File: src/rtl/tetris_input_ctrl_if.sv
// tetris_input_ctrl_if: valid/ready command handshake from the button front end to game_logic.
interface tetris_input_ctrl_if;
  logic       cmd_valid;
  logic [2:0] cmd;
  logic       cmd_ready;
  modport master (output cmd_valid, output cmd, input cmd_ready);
  modport slave  (input cmd_valid, input cmd, output cmd_ready);
endinterface

File: src/rtl/tetris_input_ctrl.sv
// tetris_input_ctrl: sync, debounce, DAS/ARR repeat and prioritised valid/ready command output for five buttons.
// Optional: TETRIS_INPUT_STATS_EN builds the saturating coalesced-event counter behind dropped_events.
module tetris_input_ctrl #(
  parameter int DEBOUNCE_CYCLES = 250000,
  parameter int DAS_CYCLES      = 4000000,
  parameter int ARR_CYCLES      = 1250000
) (
  input  logic                       clk_25MHz,
  input  logic                       game_reset,
  input  logic [4:0]                 btn_raw,
  tetris_input_ctrl_if.master        cmd_if,
  output logic [15:0]                dropped_events
);
  localparam int DBW = $clog2(DEBOUNCE_CYCLES + 1);
  localparam int RPW = $clog2((DAS_CYCLES > ARR_CYCLES ? DAS_CYCLES : ARR_CYCLES) + 1);
  typedef enum logic [1:0] {IDLE, DELAY, REPEAT} das_t;
  logic [4:0] sync1_q, sync2_q, stable_q, stable_d, pending_q, pending_d;
  logic [4:0] diff, flip, press, fall, set, clr;
  logic [DBW-1:0] db_cnt_q [5];
  logic [DBW-1:0] db_cnt_d [5];
  das_t das_q [3];
  das_t das_d [3];
  logic [RPW-1:0] rp_cnt_q [3];
  logic [RPW-1:0] rp_cnt_d [3];
  logic [2:0] rep, kill;
  logic cmd_valid_q, cmd_valid_d, load;
  logic [2:0] cmd_q, cmd_d;
  assign diff = sync2_q ^ stable_q;
  always_comb begin
    flip = '0;
    for (int i = 0; i < 5; i++) begin
      flip[i] = diff[i] && (db_cnt_q[i] == DBW'(DEBOUNCE_CYCLES - 1));
      db_cnt_d[i] = (diff[i] && !flip[i]) ? db_cnt_q[i] + 1'b1 : '0;
    end
    stable_d = stable_q ^ flip;
    press = flip & ~stable_q;
    fall = flip & stable_q;
  end
  // a fresh LEFT press cancels RIGHT's repeat and vice versa; a button's own press wins over the cancel
  assign kill = {1'b0, press[0], press[1]};
  always_comb begin
    rep = '0;
    for (int i = 0; i < 3; i++) begin
      das_d[i] = das_q[i];
      if (fall[i]) das_d[i] = IDLE;
      else if (press[i]) das_d[i] = DELAY;
      else if (kill[i]) das_d[i] = IDLE;
      else if (das_q[i] == DELAY && rp_cnt_q[i] == RPW'(DAS_CYCLES - 1)) begin
        rep[i] = 1'b1;
        das_d[i] = REPEAT;
      end else if (das_q[i] == REPEAT && rp_cnt_q[i] == RPW'(ARR_CYCLES - 1)) rep[i] = 1'b1;
      rp_cnt_d[i] = (das_d[i] != das_q[i] || rep[i] || das_q[i] == IDLE) ? '0 : rp_cnt_q[i] + 1'b1;
    end
  end
  assign load = !cmd_valid_q || cmd_if.cmd_ready;
  always_comb begin
    clr = '0;
    cmd_valid_d = load ? |pending_q : cmd_valid_q;
    cmd_d = !load ? cmd_q :
            pending_q[4] ? 3'd4 : pending_q[3] ? 3'd3 : pending_q[0] ? 3'd0 :
            pending_q[1] ? 3'd1 : pending_q[2] ? 3'd2 : cmd_q;
    if (load) clr[cmd_d] = |pending_q;
    set = press | {2'b00, rep};
    pending_d = (pending_q & ~clr) | set;
  end
  assign cmd_if.cmd_valid = cmd_valid_q;
  assign cmd_if.cmd = cmd_q;
  always_ff @(posedge clk_25MHz) begin
    if (game_reset) begin
      sync1_q <= '0;
      sync2_q <= '0;
      stable_q <= '0;
      pending_q <= '0;
      db_cnt_q <= '{default: '0};
      das_q <= '{default: IDLE};
      rp_cnt_q <= '{default: '0};
      cmd_valid_q <= 1'b0;
      cmd_q <= '0;
    end else begin
      sync1_q <= btn_raw;
      sync2_q <= sync1_q;
      stable_q <= stable_d;
      pending_q <= pending_d;
      db_cnt_q <= db_cnt_d;
      das_q <= das_d;
      rp_cnt_q <= rp_cnt_d;
      cmd_valid_q <= cmd_valid_d;
      cmd_q <= cmd_d;
    end
  end
`ifdef TETRIS_INPUT_STATS_EN
  logic [4:0] coal;
  logic [16:0] drop_sum;
  logic [15:0] drop_q, drop_d;
  always_comb begin
    coal = set & pending_q & ~clr;
    drop_sum = {1'b0, drop_q} + 17'($countones(coal));
    drop_d = drop_sum[16] ? 16'hFFFF : drop_sum[15:0];
  end
  always_ff @(posedge clk_25MHz) begin
    if (game_reset) drop_q <= '0;
    else drop_q <= drop_d;
  end
  assign dropped_events = drop_q;
`else
  assign dropped_events = '0;
`endif
endmodule

File: src/flat_wrapper.sv
// flat-port wrapper written by rule: the top's interface ports become plain ports
module tetris_input_ctrl_flat 
#(
  parameter int DEBOUNCE_CYCLES = 250000,
  parameter int DAS_CYCLES      = 4000000,
  parameter int ARR_CYCLES      = 1250000
)
  (clk_25MHz, game_reset, btn_raw, dropped_events, cmd_if_cmd_valid, cmd_if_cmd, cmd_if_cmd_ready);
  tetris_input_ctrl_if cmd_if_i ();
  input  logic clk_25MHz;
  input  logic game_reset;
  input  logic [4:0] btn_raw;
  output logic [15:0] dropped_events;
  output wire logic [$bits(cmd_if_i.cmd_valid)-1:0] cmd_if_cmd_valid;
  output wire logic [$bits(cmd_if_i.cmd)-1:0] cmd_if_cmd;
  input wire logic [$bits(cmd_if_i.cmd_ready)-1:0] cmd_if_cmd_ready;
  assign cmd_if_cmd_valid = cmd_if_i.cmd_valid;
  assign cmd_if_cmd = cmd_if_i.cmd;
  assign cmd_if_i.cmd_ready = cmd_if_cmd_ready;
  tetris_input_ctrl #(.DEBOUNCE_CYCLES(DEBOUNCE_CYCLES), .DAS_CYCLES(DAS_CYCLES), .ARR_CYCLES(ARR_CYCLES)) u_core (.clk_25MHz(clk_25MHz), .game_reset(game_reset), .btn_raw(btn_raw), .cmd_if(cmd_if_i), .dropped_events(dropped_events));
endmodule
File: config.mk
export PLATFORM = sky130hd
export DESIGN_NAME = tetris_input_ctrl_flat
export DESIGN_NICKNAME = d
export VERILOG_FILES = /design/src/rtl/tetris_input_ctrl_if.sv /design/src/rtl/tetris_input_ctrl.sv /design/src/flat_wrapper.sv
export SDC_FILE = /design/constraint.sdc
export NUM_CORES = 1
export LEC_CHECK = 0
export BUFFER_PORTS_ARGS = -buffer_cell sky130_fd_sc_hd__buf_4
export CORE_UTILIZATION = 55
export CTS_CLUSTER_DIAMETER = 200
export DETAILED_ROUTE_END_ITERATION = 16
export PLACE_DENSITY = 0.83
export SLEW_MARGIN = 10
export SYNTH_ARGS = -nofsm -noshare
export SYNTH_HDL_FRONTEND = slang
export SYNTH_SLANG_ARGS = --single-unit
File: constraint.sdc
create_clock -name clk_25MHz -period 2.65 [get_ports clk_25MHz]
set_input_delay 0.53 -clock clk_25MHz [delete_from_list [all_inputs] [get_ports clk_25MHz]]
set_output_delay 0.53 -clock clk_25MHz [all_outputs]
set_load 0.02 [all_outputs]
==> results.txt, run 1 <==
Status = complete, but fails checks
Failing checks = design-rule violations
Reg clk slew, reported paths = 0.07 ns
Root Buffer = clkbuf_16
Synth top area share = 44.4%
Crit Reg-Reg Startpoint = u_core.rp_cnt_q[52]
Cell area after synthesis = 0.00839 mm²
Register bit total from synthesis = 186
Net Sw Frac = 21.1%
Power Internal = 4340 µW
H-tree Lvls = 4
Asr flop ratio synth = 0%
Final setup fails = 0
Final Critical Period = 2.46 ns
Worst Path Max Fanout = 22
Overall routing resource usage = 20.9%
Max-slew violations = 0
Hold buffers post-CTS = 0
Area grow syn2layout = 9.84%
Global-route wire length before repair = 27,400 µm
Pre-antenna DRT Iters = 11
Sequential-to-total area share from yosys stat = 44.4%
Fin. Hold Viols = 0
Hold wc startpoint = btn_raw[0]
CP endpoint kind = flop
Core Util, Final = 62.7%
Largest net degree at the start of global routing = 28
Peak VDD IR = 443 µV
Total core area = 0.0147 mm²
Placed cells = 1,144
Vias in the first global route = 6,000
Chip height = 126 µm
Non-Filler Instances = 1,175
Worst Max-Slew Pin Slew = 0.723 ns
CP Launch Point = u_core.rp_cnt_q[52]
Unrepaired setup endpoints after global routing = no
Clock tree from TritonCTS = yes
Ant. Diodes = 0
Nets = 995
CTS buffer count = 17
Data required time of the worst path = 2.96 ns
Detailed placement HPWL = 10,400 µm
EDFF count, synth = 0
CTS resizes = 0
Ratio of cells with drive above 1 in the final layout = 6.56%
Via-per-instance ratio = 5.48
Worst path arrival time = 2.78 ns
Critical path class = flop to flop
Sink Count = 186
Top-count cell post-synth = dfxtp_1
IO buf count = 11
Cell variety after synth = 54
Slew Limit Headroom = 51.3%
Die ar. = 0.0158 mm²
Cells after synthesis = 965
Fin Setup TNS = 0 ns
Syn Area/Cell = 8.70 µm²
Antenna Nets Post-Route = 0
P per Cell Area = 596 mW/mm²
HP Class = input port to flop
Drt total wl = 15,800 µm
Synth area leader = dfxtp_1
Flop pwr share = 51.1%
Overall via count from detail_route = 6,439
Top_reg_cell synth = dfxtp_1
P_sw = 1160 µW
Synth area leaders = dfxtp_1 44%, xor2_1 9.5%, nor2_1 7.8%, xnor2_1 5.4%, nand3_1 4.0%
Gate power share = 1.3%
Yosys warning count = 0
Clock Power Share = 47.6%
# Max-Cap Violations = 0
Initial antenna violation count = 0
Placer Congestion = 0.848
DRC viols = 1
Routed len/inst = 13.5 µm
Period utilisation layout = 92.9%
Postcts setup bufs = 0
Static leakage = 0.00308 µW
Die width = 126 µm
Fmax = 0.406 GHz
Initial DRC Count = 471
Grt total ovfl = 0
Rows = 44
Layout Skew = 0.0133 ns
Clock tree buffer depth = 2
Post-synth top cells = 186 x dfxtp_1, 174 x nor2_1, 91 x xor2_1, 67 x nand2_1, 67 x nand3_1
Starting density of the core = 57.1%
Startpoint Class = flop
IO Pins = 28
Worst-Skew Late Latency = 0.44 ns
cells in the final DEF (no fill, tap or decap), drive strengths merged, types with 3 or more instances in the layout:
cell type / synthesis / final
and4b: 3 / 3
nand3: 67 / 67
or4b: 3 / 3
nor3: 32 / 32
conb: 1 / 16
nand4: 35 / 35
nor4: 13 / 13
or4: 5 / 5
or2: 3 / 3
dfxtp: 186 / 186
nor3b: 5 / 5
nor2b: 17 / 17
a21oi: 16 / 16
xor2: 91 / 91
a31oi: 3 / 3
inv: 17 / 21
nand4b: 5 / 5
ha: 8 / 8
mux2i: 4 / 4
and2: 6 / 6
and3: 33 / 33
o22ai: 4 / 4
clkinv: 0 / 6
clkbuf: 18 / 18
or3: 5 / 5
nand2b: 7 / 7
or4bb: 3 / 3
nor4bb: 7 / 7
xnor2: 52 / 52
nor2: 174 / 174
and4: 12 / 12
nand3b: 3 / 3
nand2: 67 / 67
buf: 24 / 22
bufinv: 0 / 3
nor4b: 8 / 8
o21ai: 11 / 11
worst paths after layout:
kind	to	cells past startpoint	slack, ns
min	u_core.sync1_q[0]	2	0.31
max	u_core.rp_cnt_q[50]	7	0.19
min reg2reg	u_core.db_cnt_q[36]	1	0.44
max reg2reg	u_core.rp_cnt_q[50]	7	0.19
cell families after synthesis:
family,after synthesis,share of synthesized area [%]
adders and majority gates,8,1.19
muxes,4,0.477
xor gates and xnor gates,143,14.9
and+or+nand+nor,516,31.8
buffers and inverters,59,3.67
DFF,186,44.4
other,1,0.0447
AOI/OAI and AO/OA,48,3.56
per-layer routing:
metal,routed length [µm],GRT usage (%)
met2,7620,34.5
met4,144,5.67
met3,519,4.92
met1,7530,27.4
met5,0,0
registers in the layout, summed over array words and instances, names as in the netlist, named ones only:
| signal | count |
|---|---|
| u_core.rp_cnt_q | 66 |
| u_core.das_q | 6 |
| u_core.sync2_q | 5 |
| u_core.pending_q | 5 |
| u_core.db_cnt_q | 90 |
| u_core.cmd_if.cmd | 3 |
| u_core.sync1_q | 5 |
| u_core.cmd_if.cmd_valid | 1 |
worst max-delay path: stages, from the launching register on:
cell	delay, ns
dfxtp_1	0.36
or4_1	0.53
or4_4	0.51
or4_4	0.44
a21oi_1	0.14
or2_2	0.14
buf_12	0.15
nor3_1	0.07
power by group through the flow:
stage	sequential [µW]	combinational (µW)	clock, µW
after floorplan	2870	71.9	0
after global placement	2870	71.0	0
after detailed placement	2870	71.8	0
after CTS	2810	71.9	2660
after global routing	2810	78.3	2790
final	2810	71.8	2610
final cells by class:
type	instances	area [µm²]
fill	1187	5480
multi-input combinational	735	4420
sequential	186	3720
clock buffer	18	439
tap	184	230
timing repair buffer	22	178
clock inverter	13	166
inverter	17	63.8
through the flow:
| step | setup WS (ns) | power (µW) | cell area, µm² | hold WS [ns] |
|---|---|---|---|---|
| final | 0.188 | 5500 | 9220 | 0.306 |
| after global routing | 0.0521 | 5680 | 9220 | 0.300 |
| after CTS | 0.203 | 5540 | 9220 | 0.296 |
| after detailed placement | 0.220 | 2950 | 8610 | 0.430 |
| after global placement | 0.245 | 2940 | 8610 | 0.424 |
| after floorplan | 0.277 | 2940 | 8450 | 0.413 |
No activity file was read; power rests on OpenSTA's default activity.
==> run 2: changes to the inputs <==
==> constraint.sdc (replaced) <==
create_clock -name clk_25MHz -period 2.5 [get_ports clk_25MHz]
set_input_delay 0.5 -clock clk_25MHz [delete_from_list [all_inputs] [get_ports clk_25MHz]]
set_output_delay 0.5 -clock clk_25MHz [all_outputs]
set_load 0.02 [all_outputs]
==> run 2 against run 1 <==
The flow still finishes with violations (design-rule violations). First-iteration DRC count is 19% lower. Design area hardly changed. Global-route usage is 0.26 points lower. Final cell count is 0.51% higher. Die area stayed put. Maximum frequency is 3.1% higher.
==> results.txt, run 2 (synthesis results as in run 1) <==
Via-per-instance ratio = 5.49 (+0.11%)
Initial DRC Count = 380 (-19%)
Detailed placement HPWL = 10,500 µm (+1.3%)
Clock tree buffer depth = 2 (unchanged)
Overall power = 5610 µW (+2.1%)
Worst Max-Slew Pin Slew = 0.671 ns (-0.0522 ns)
Die width = 126 µm (unchanged)
Placer Congestion = 0.858 (+1.2%)
Overall via count from detail_route = 6,479 (+0.62%)
Reg clk slew, reported paths = 0.07 ns (about the same)
Peak VDD IR = 449 µV (+1.4%)
Root Buffer = clkbuf_16
Routed len/inst = 13.1 µm (-2.7%)
DRC viols = 1 (unchanged)
Nets = 1,000 (+0.50%)
Worst path arrival time = 2.71 ns (-0.07 ns)
Initial antenna violation count = 0 (unchanged)
Clock tree from TritonCTS = yes
# Max-Cap Violations = 0 (unchanged)
Fin. Hold Viols = 0 (unchanged)
Total core area = 0.0147 mm² (unchanged)
Data required time of the worst path = 2.83 ns (-0.13 ns)
Ant. Diodes = 0 (unchanged)
Chip height = 126 µm (unchanged)
Largest register FFs = 90 (unchanged)
Period utilisation layout = 95.5% (+2.6 points)
Worst Path Max Fanout = 22 (unchanged)
Static leakage = 0.00309 µW (+0.29%)
P per Cell Area = 608 mW/mm² (+2.0%)
Failing checks = design-rule violations
Pre-antenna DRT Iters = 11 (unchanged)
CTS resizes = 0 (unchanged)
Area grow syn2layout = 9.93% (about the same)
Max-slew violations = 0 (unchanged)
Hold_ws = 0.275 ns (-0.0308 ns)
Largest net degree at the start of global routing = 23 (-18%)
Commonest cells after routing, fill and taps aside = 186 x dfxtp_1, 174 x nor2_1, 91 x xor2_1
Fin Setup TNS = 0 ns (unchanged)
Fmax = 0.419 GHz (+3.1%)
Starting density of the core = 57.1% (unchanged)
Global-route wire length before repair = 27,100 µm (-1.0%)
Largest Register = u_core.db_cnt_q
H-tree Lvls = 4 (unchanged)
IO buf count = 11 (unchanged)
Ratio of cells with drive above 1 in the final layout = 7.12% (+0.56 points)
Startpoint Class = flop
Postcts setup bufs = 0 (unchanged)
Unrepaired setup endpoints after global routing = yes
Antenna Nets Post-Route = 0 (unchanged)
CP endpoint kind = flop
Critical path class = flop to flop
Die ar. = 0.0158 mm² (unchanged)
CTS buffer count = 17 (unchanged)
Vias in the first global route = 6,134 (+2.2%)
Worst-Skew Late Latency = 0.43 ns (about the same)
Largest registers = u_core.db_cnt_q (90), u_core.rp_cnt_q (66), u_core.das_q (6)
Drt total wl = 15,500 µm (-2.2%)
Hold buffers post-CTS = 0 (unchanged)
Layout Skew = 0.0113 ns (-0.00195 ns)
Sink Count = 186 (unchanged)
Status = complete, but fails checks
Final Critical Period = 2.39 ns (-0.0741 ns)
Overall routing resource usage = 20.7% (-0.26 points)
Commonest non-fill, non-tap cell in the layout = dfxtp_1
HP Class = input port to flop
IO Pins = 28 (unchanged)
Final setup fails = 0 (unchanged)
Slew Limit Headroom = 54.8% (+3.5 points)
Grt total ovfl = 0 (unchanged)
Rows = 44 (unchanged)
-- run 2: worst max-delay path: stages (launching register included) --
cell     delay [ns]
dfxtp_1        0.32
or4_1          0.51
or4_4          0.50
or4_4          0.44
a21oi_1        0.15
or2_2          0.14
buf_12         0.15
nor3_1         0.07
-- run 2: final cells by class --
| type | instances | area [µm²] |
|---|---|---|
| multi-input cells | 735 | 4420 |
| clock inverters | 14 | 124 |
| repair buffers | 27 | 228 |
| well taps | 184 | 230 |
| fillers | 1161 | 5470 |
| clock buffers | 18 | 439 |
| flip-flops and latches | 186 | 3720 |
| inverters | 17 | 63.8 |
-- run 2: path summary, 6_finish.rpt --
kind                        from             endpoint  slack (ns)  cells past startpoint
max          u_core.rp_cnt_q[52]  u_core.rp_cnt_q[65]        0.11                      7
min                   btn_raw[1]    u_core.sync1_q[1]        0.27                      2
max reg2reg  u_core.rp_cnt_q[52]  u_core.rp_cnt_q[65]        0.11                      7
min reg2reg  u_core.db_cnt_q[36]  u_core.db_cnt_q[36]        0.44                      1
-- run 2: routing by layer --
layer  GRT usage, %  share of wire (%)  vias to the layer above
met1           25.9                 48                     3047
met4           8.25                1.9                        0
met3           3.89                2.7                       21
met2           35.0                 47                       81
li1               -                  -                     3330
met5              0                  0                        -
-- run 2: per-stage QoR --
stage / instance area (µm²) / utilization [%] / worst slack, ns / instances
after floorplan: 8450 / - / 0.127 / 980
after global placement: 8660 / 58.9 / 0.162 / 1149
after detailed placement: 8660 / 58.9 / 0.121 / 1149
after CTS: 9230 / 62.8 / 0.106 / 1181
after global routing: 9230 / 62.8 / -0.00158 / 1181
final: 9230 / 62.8 / 0.112 / 1181
-- run 2: power by group --
| part | switching (µW) | internal [µW] |
|---|---|---|
| registers | 7.23 | 2970 |
| clock network | 1220 | 1340 |
| logic | 56.1 | 22.4 |
| total | 1280 | 4330 |
==> run 3: changes to the inputs <==
--- a/config.mk
+++ b/config.mk
@@ -10,6 +10,7 @@
 export CTS_CLUSTER_DIAMETER = 200
 export DETAILED_ROUTE_END_ITERATION = 16
 export PLACE_DENSITY = 0.83
+export RECOVER_POWER = 50
 export SLEW_MARGIN = 10
 export SYNTH_ARGS = -nofsm -noshare
 export SYNTH_HDL_FRONTEND = slang
==> run 3 against run 2 <==
Maximum frequency rose by 0.13%. Register-to-register slack about the same. Via count up 0.28%. Core utilization shrank 0.17 points. Hold slack hardly changed. Largest cell class unchanged. Sequential power is essentially flat. Flip-flop and latch count is the same. Critical path depth stayed put. First-iteration DRC count grew 11%. Power barely moved. Sequential share of layout area increased by 0.11 points. Clock skew fell by 0.00055 ns. The run still ends with design-rule violations left.
==> results.txt, run 3 (synthesis results as in run 1) <==
Flop pwr share = 53.0% (about the same)
Static leakage = 0.00306 µW (-0.85%)
Pre-antenna DRT Iters = 14 (+3)
Chip height = 126 µm (unchanged)
Fin Setup TNS = 0 ns (unchanged)
Crit path buffers/inverters = 1 (unchanged)
Clock tree from TritonCTS = yes
Max-slew violations = 0 (unchanged)
P per Cell Area = 610 mW/mm² (+0.31%)
Crit path max-delay cell type = or4_1
CTS resizes = 0 (unchanged)
Global-route wire length before repair = 27,100 µm (unchanged)
Reg area = 0.00372 mm² (unchanged)
Clock tree buffer depth = 2 (unchanged)
HP Class = input port to flop
Fin. Hold Viols = 0 (unchanged)
Largest net degree at the start of global routing = 23 (unchanged)
Detailed placement HPWL = 10,500 µm (unchanged)
Setup WS post-layout = 0.115 ns (+0.00304 ns)
Overall via count from detail_route = 6,497 (+0.28%)
Largest register FFs = 90 (unchanged)
Overall power = 5620 µW (about the same)
IO buf count = 11 (unchanged)
Largest registers = u_core.db_cnt_q (90), u_core.rp_cnt_q (66), u_core.das_q (6)
Ant. Diodes = 0 (unchanged)
Slew Limit Headroom = 45.5% (-9.4 points)
Starting density of the core = 57.1% (unchanged)
Area grow syn2layout = 9.63%
CTS buffer count = 17 (unchanged)
Overall routing resource usage = 20.7% (unchanged)
Via-per-instance ratio = 5.50 (+0.28%)
Ratio of cells with drive above 1 in the final layout = 6.52% (-0.60 points)
IO Pins = 28 (unchanged)
Failing checks = design-rule violations
Layout Skew = 0.0108 ns (-0.000545 ns)
Grt total ovfl = 0 (unchanged)
Worst path arrival time = 2.71 ns (about the same)
Worst Path Max Fanout = 22 (unchanged)
Gate power share = 1.4% (about the same)
Critical path class = flop to flop
Routed len/inst = 13.1 µm (-0.12%)
Initial antenna violation count = 0 (unchanged)
Worst-Skew Late Latency = 0.43 ns (about the same)
Unrepaired setup endpoints after global routing = yes
Total core area = 0.0147 mm² (unchanged)
Peak VDD IR = 448 µV (-0.14%)
Vias in the first global route = 6,134 (unchanged)
Clock Power Share = 45.6% (about the same)
Rows = 44 (unchanged)
Root Buffer = clkbuf_16
Die ar. = 0.0158 mm² (unchanged)
Final Critical Period = 2.38 ns (-0.00304 ns)
Nets = 1,000 (unchanged)
Placer Congestion = 0.858 (unchanged)
Reg clk slew, reported paths = 0.07 ns (about the same)
Drt total wl = 15,400 µm (-0.12%)
Power Internal = 4330 µW (about the same)
Status = complete, but fails checks
Data required time of the worst path = 2.83 ns (about the same)
Crit-path cells = or4_1 -> or4_4 -> or4_4 -> a21oi_1 -> or2_2 -> buf_12 -> nor3_1
Fillers = 1,168 (+0.60%)
Largest Register = u_core.db_cnt_q
CP delay by family, top = simple AND/OR/NAND/NOR gates
# Max-Cap Violations = 0 (unchanged)
Sink Count = 186 (unchanged)
Net Sw Frac = 22.8% (+0.044 points)
CP endpoint kind = flop
Place WS = 0.121 ns (unchanged)
Worst Max-Slew Pin Slew = 0.818 ns (+0.147 ns)
Final setup fails = 0 (unchanged)
Crit path largest cell delay = 0.51 ns (about the same)
Footprint of the multi-input gates = 0.00442 mm² (unchanged)
Hold_ws = 0.275 ns (+0.000141 ns)
Fmax = 0.419 GHz (+0.13%)
Critical Path Most Common Cell = or4_4
Commonest non-fill, non-tap cell in the layout = dfxtp_1
DRC viols = 1 (unchanged)
H-tree Lvls = 4 (unchanged)
Commonest cells after routing, fill and taps aside = 186 x dfxtp_1, 174 x nor2_1, 91 x xor2_1
Startpoint Class = flop
Die width = 126 µm (unchanged)
Initial DRC Count = 422 (+11%)
Antenna Nets Post-Route = 0 (unchanged)
P_sw = 1280 µW (+0.23%)
Period utilisation layout = 95.4% (-0.12 points)
[run 3: cell count changes in the layout (fill, tap and decap cells not counted)]
| cell | before | now |
|---|---|---|
| buf_4 | 25 | 18 |
| and2_0 | 0 | 2 |
| and2_1 | 6 | 4 |
| clkbuf_2 | 0 | 1 |
| clkbuf_1 | 0 | 6 |
[run 3: worst register-to-register path: stages (launching register included)]
cell     delay, ns
dfxtp_1       0.32
or4_1         0.51
or4_4         0.50
or4_4         0.44
a21oi_1       0.15
or2_2         0.14
buf_12        0.15
nor3_1        0.07
[run 3: repair_timing]
action	in CTS	in global routing
hold buffers	0	0
buffers inserted	0	0
setup endpoints to repair	0	1
[run 3: metal layers]
layer	global-route usage (%)	vias up	part of all wire, %
met5	0	-	0
met4	8.25	0	1.7
met3	3.89	19	2.8
met2	35.0	90	48
met1	25.9	3061	48
li1	-	3327	-
[run 3: through the flow]
| step | utilization (%) | cell area, µm² | cells |
|---|---|---|---|
| floorplan | - | 8450 | 980 |
| global placement | 58.9 | 8660 | 1149 |
| detailed placement | 58.9 | 8660 | 1149 |
| CTS | 62.8 | 9230 | 1181 |
| global route | 62.6 | 9200 | 1181 |
| finish | 62.6 | 9200 | 1181 |
[run 3: power groups by stage]
stage | clock (µW) | combinational, µW | sequential (µW)
final | 2560 | 77.4 | 2980
after global routing | 2730 | 85.9 | 2980
after CTS | 2610 | 79.1 | 2980
after detailed placement | 0 | 78.7 | 3050
after global placement | 0 | 77.3 | 3050
after floorplan | 0 | 76.2 | 3040
[run 3: path summary, 6_finish.rpt]
| check | startpoint | to | slack [ns] | cells past startpoint |
|---|---|---|---|---|
| worst max-delay path | u_core.rp_cnt_q[52] | u_core.rp_cnt_q[65] | 0.12 | 7 |
| worst min-delay path | btn_raw[1] | u_core.sync1_q[1] | 0.27 | 2 |
| worst max register to register | u_core.rp_cnt_q[52] | u_core.rp_cnt_q[65] | 0.12 | 7 |
| worst min register to register | u_core.db_cnt_q[36] | u_core.db_cnt_q[36] | 0.44 | 1 |
[run 3: final cells by class]
class | instances | area share [%]
repair buffers | 27 | 2.20
flip-flops and latches | 186 | 40.5
well taps | 184 | 2.50
clock buffers | 18 | 4.77
inverters | 17 | 0.694
clock inverters | 14 | 1.35
multi-input cells | 735 | 48.0
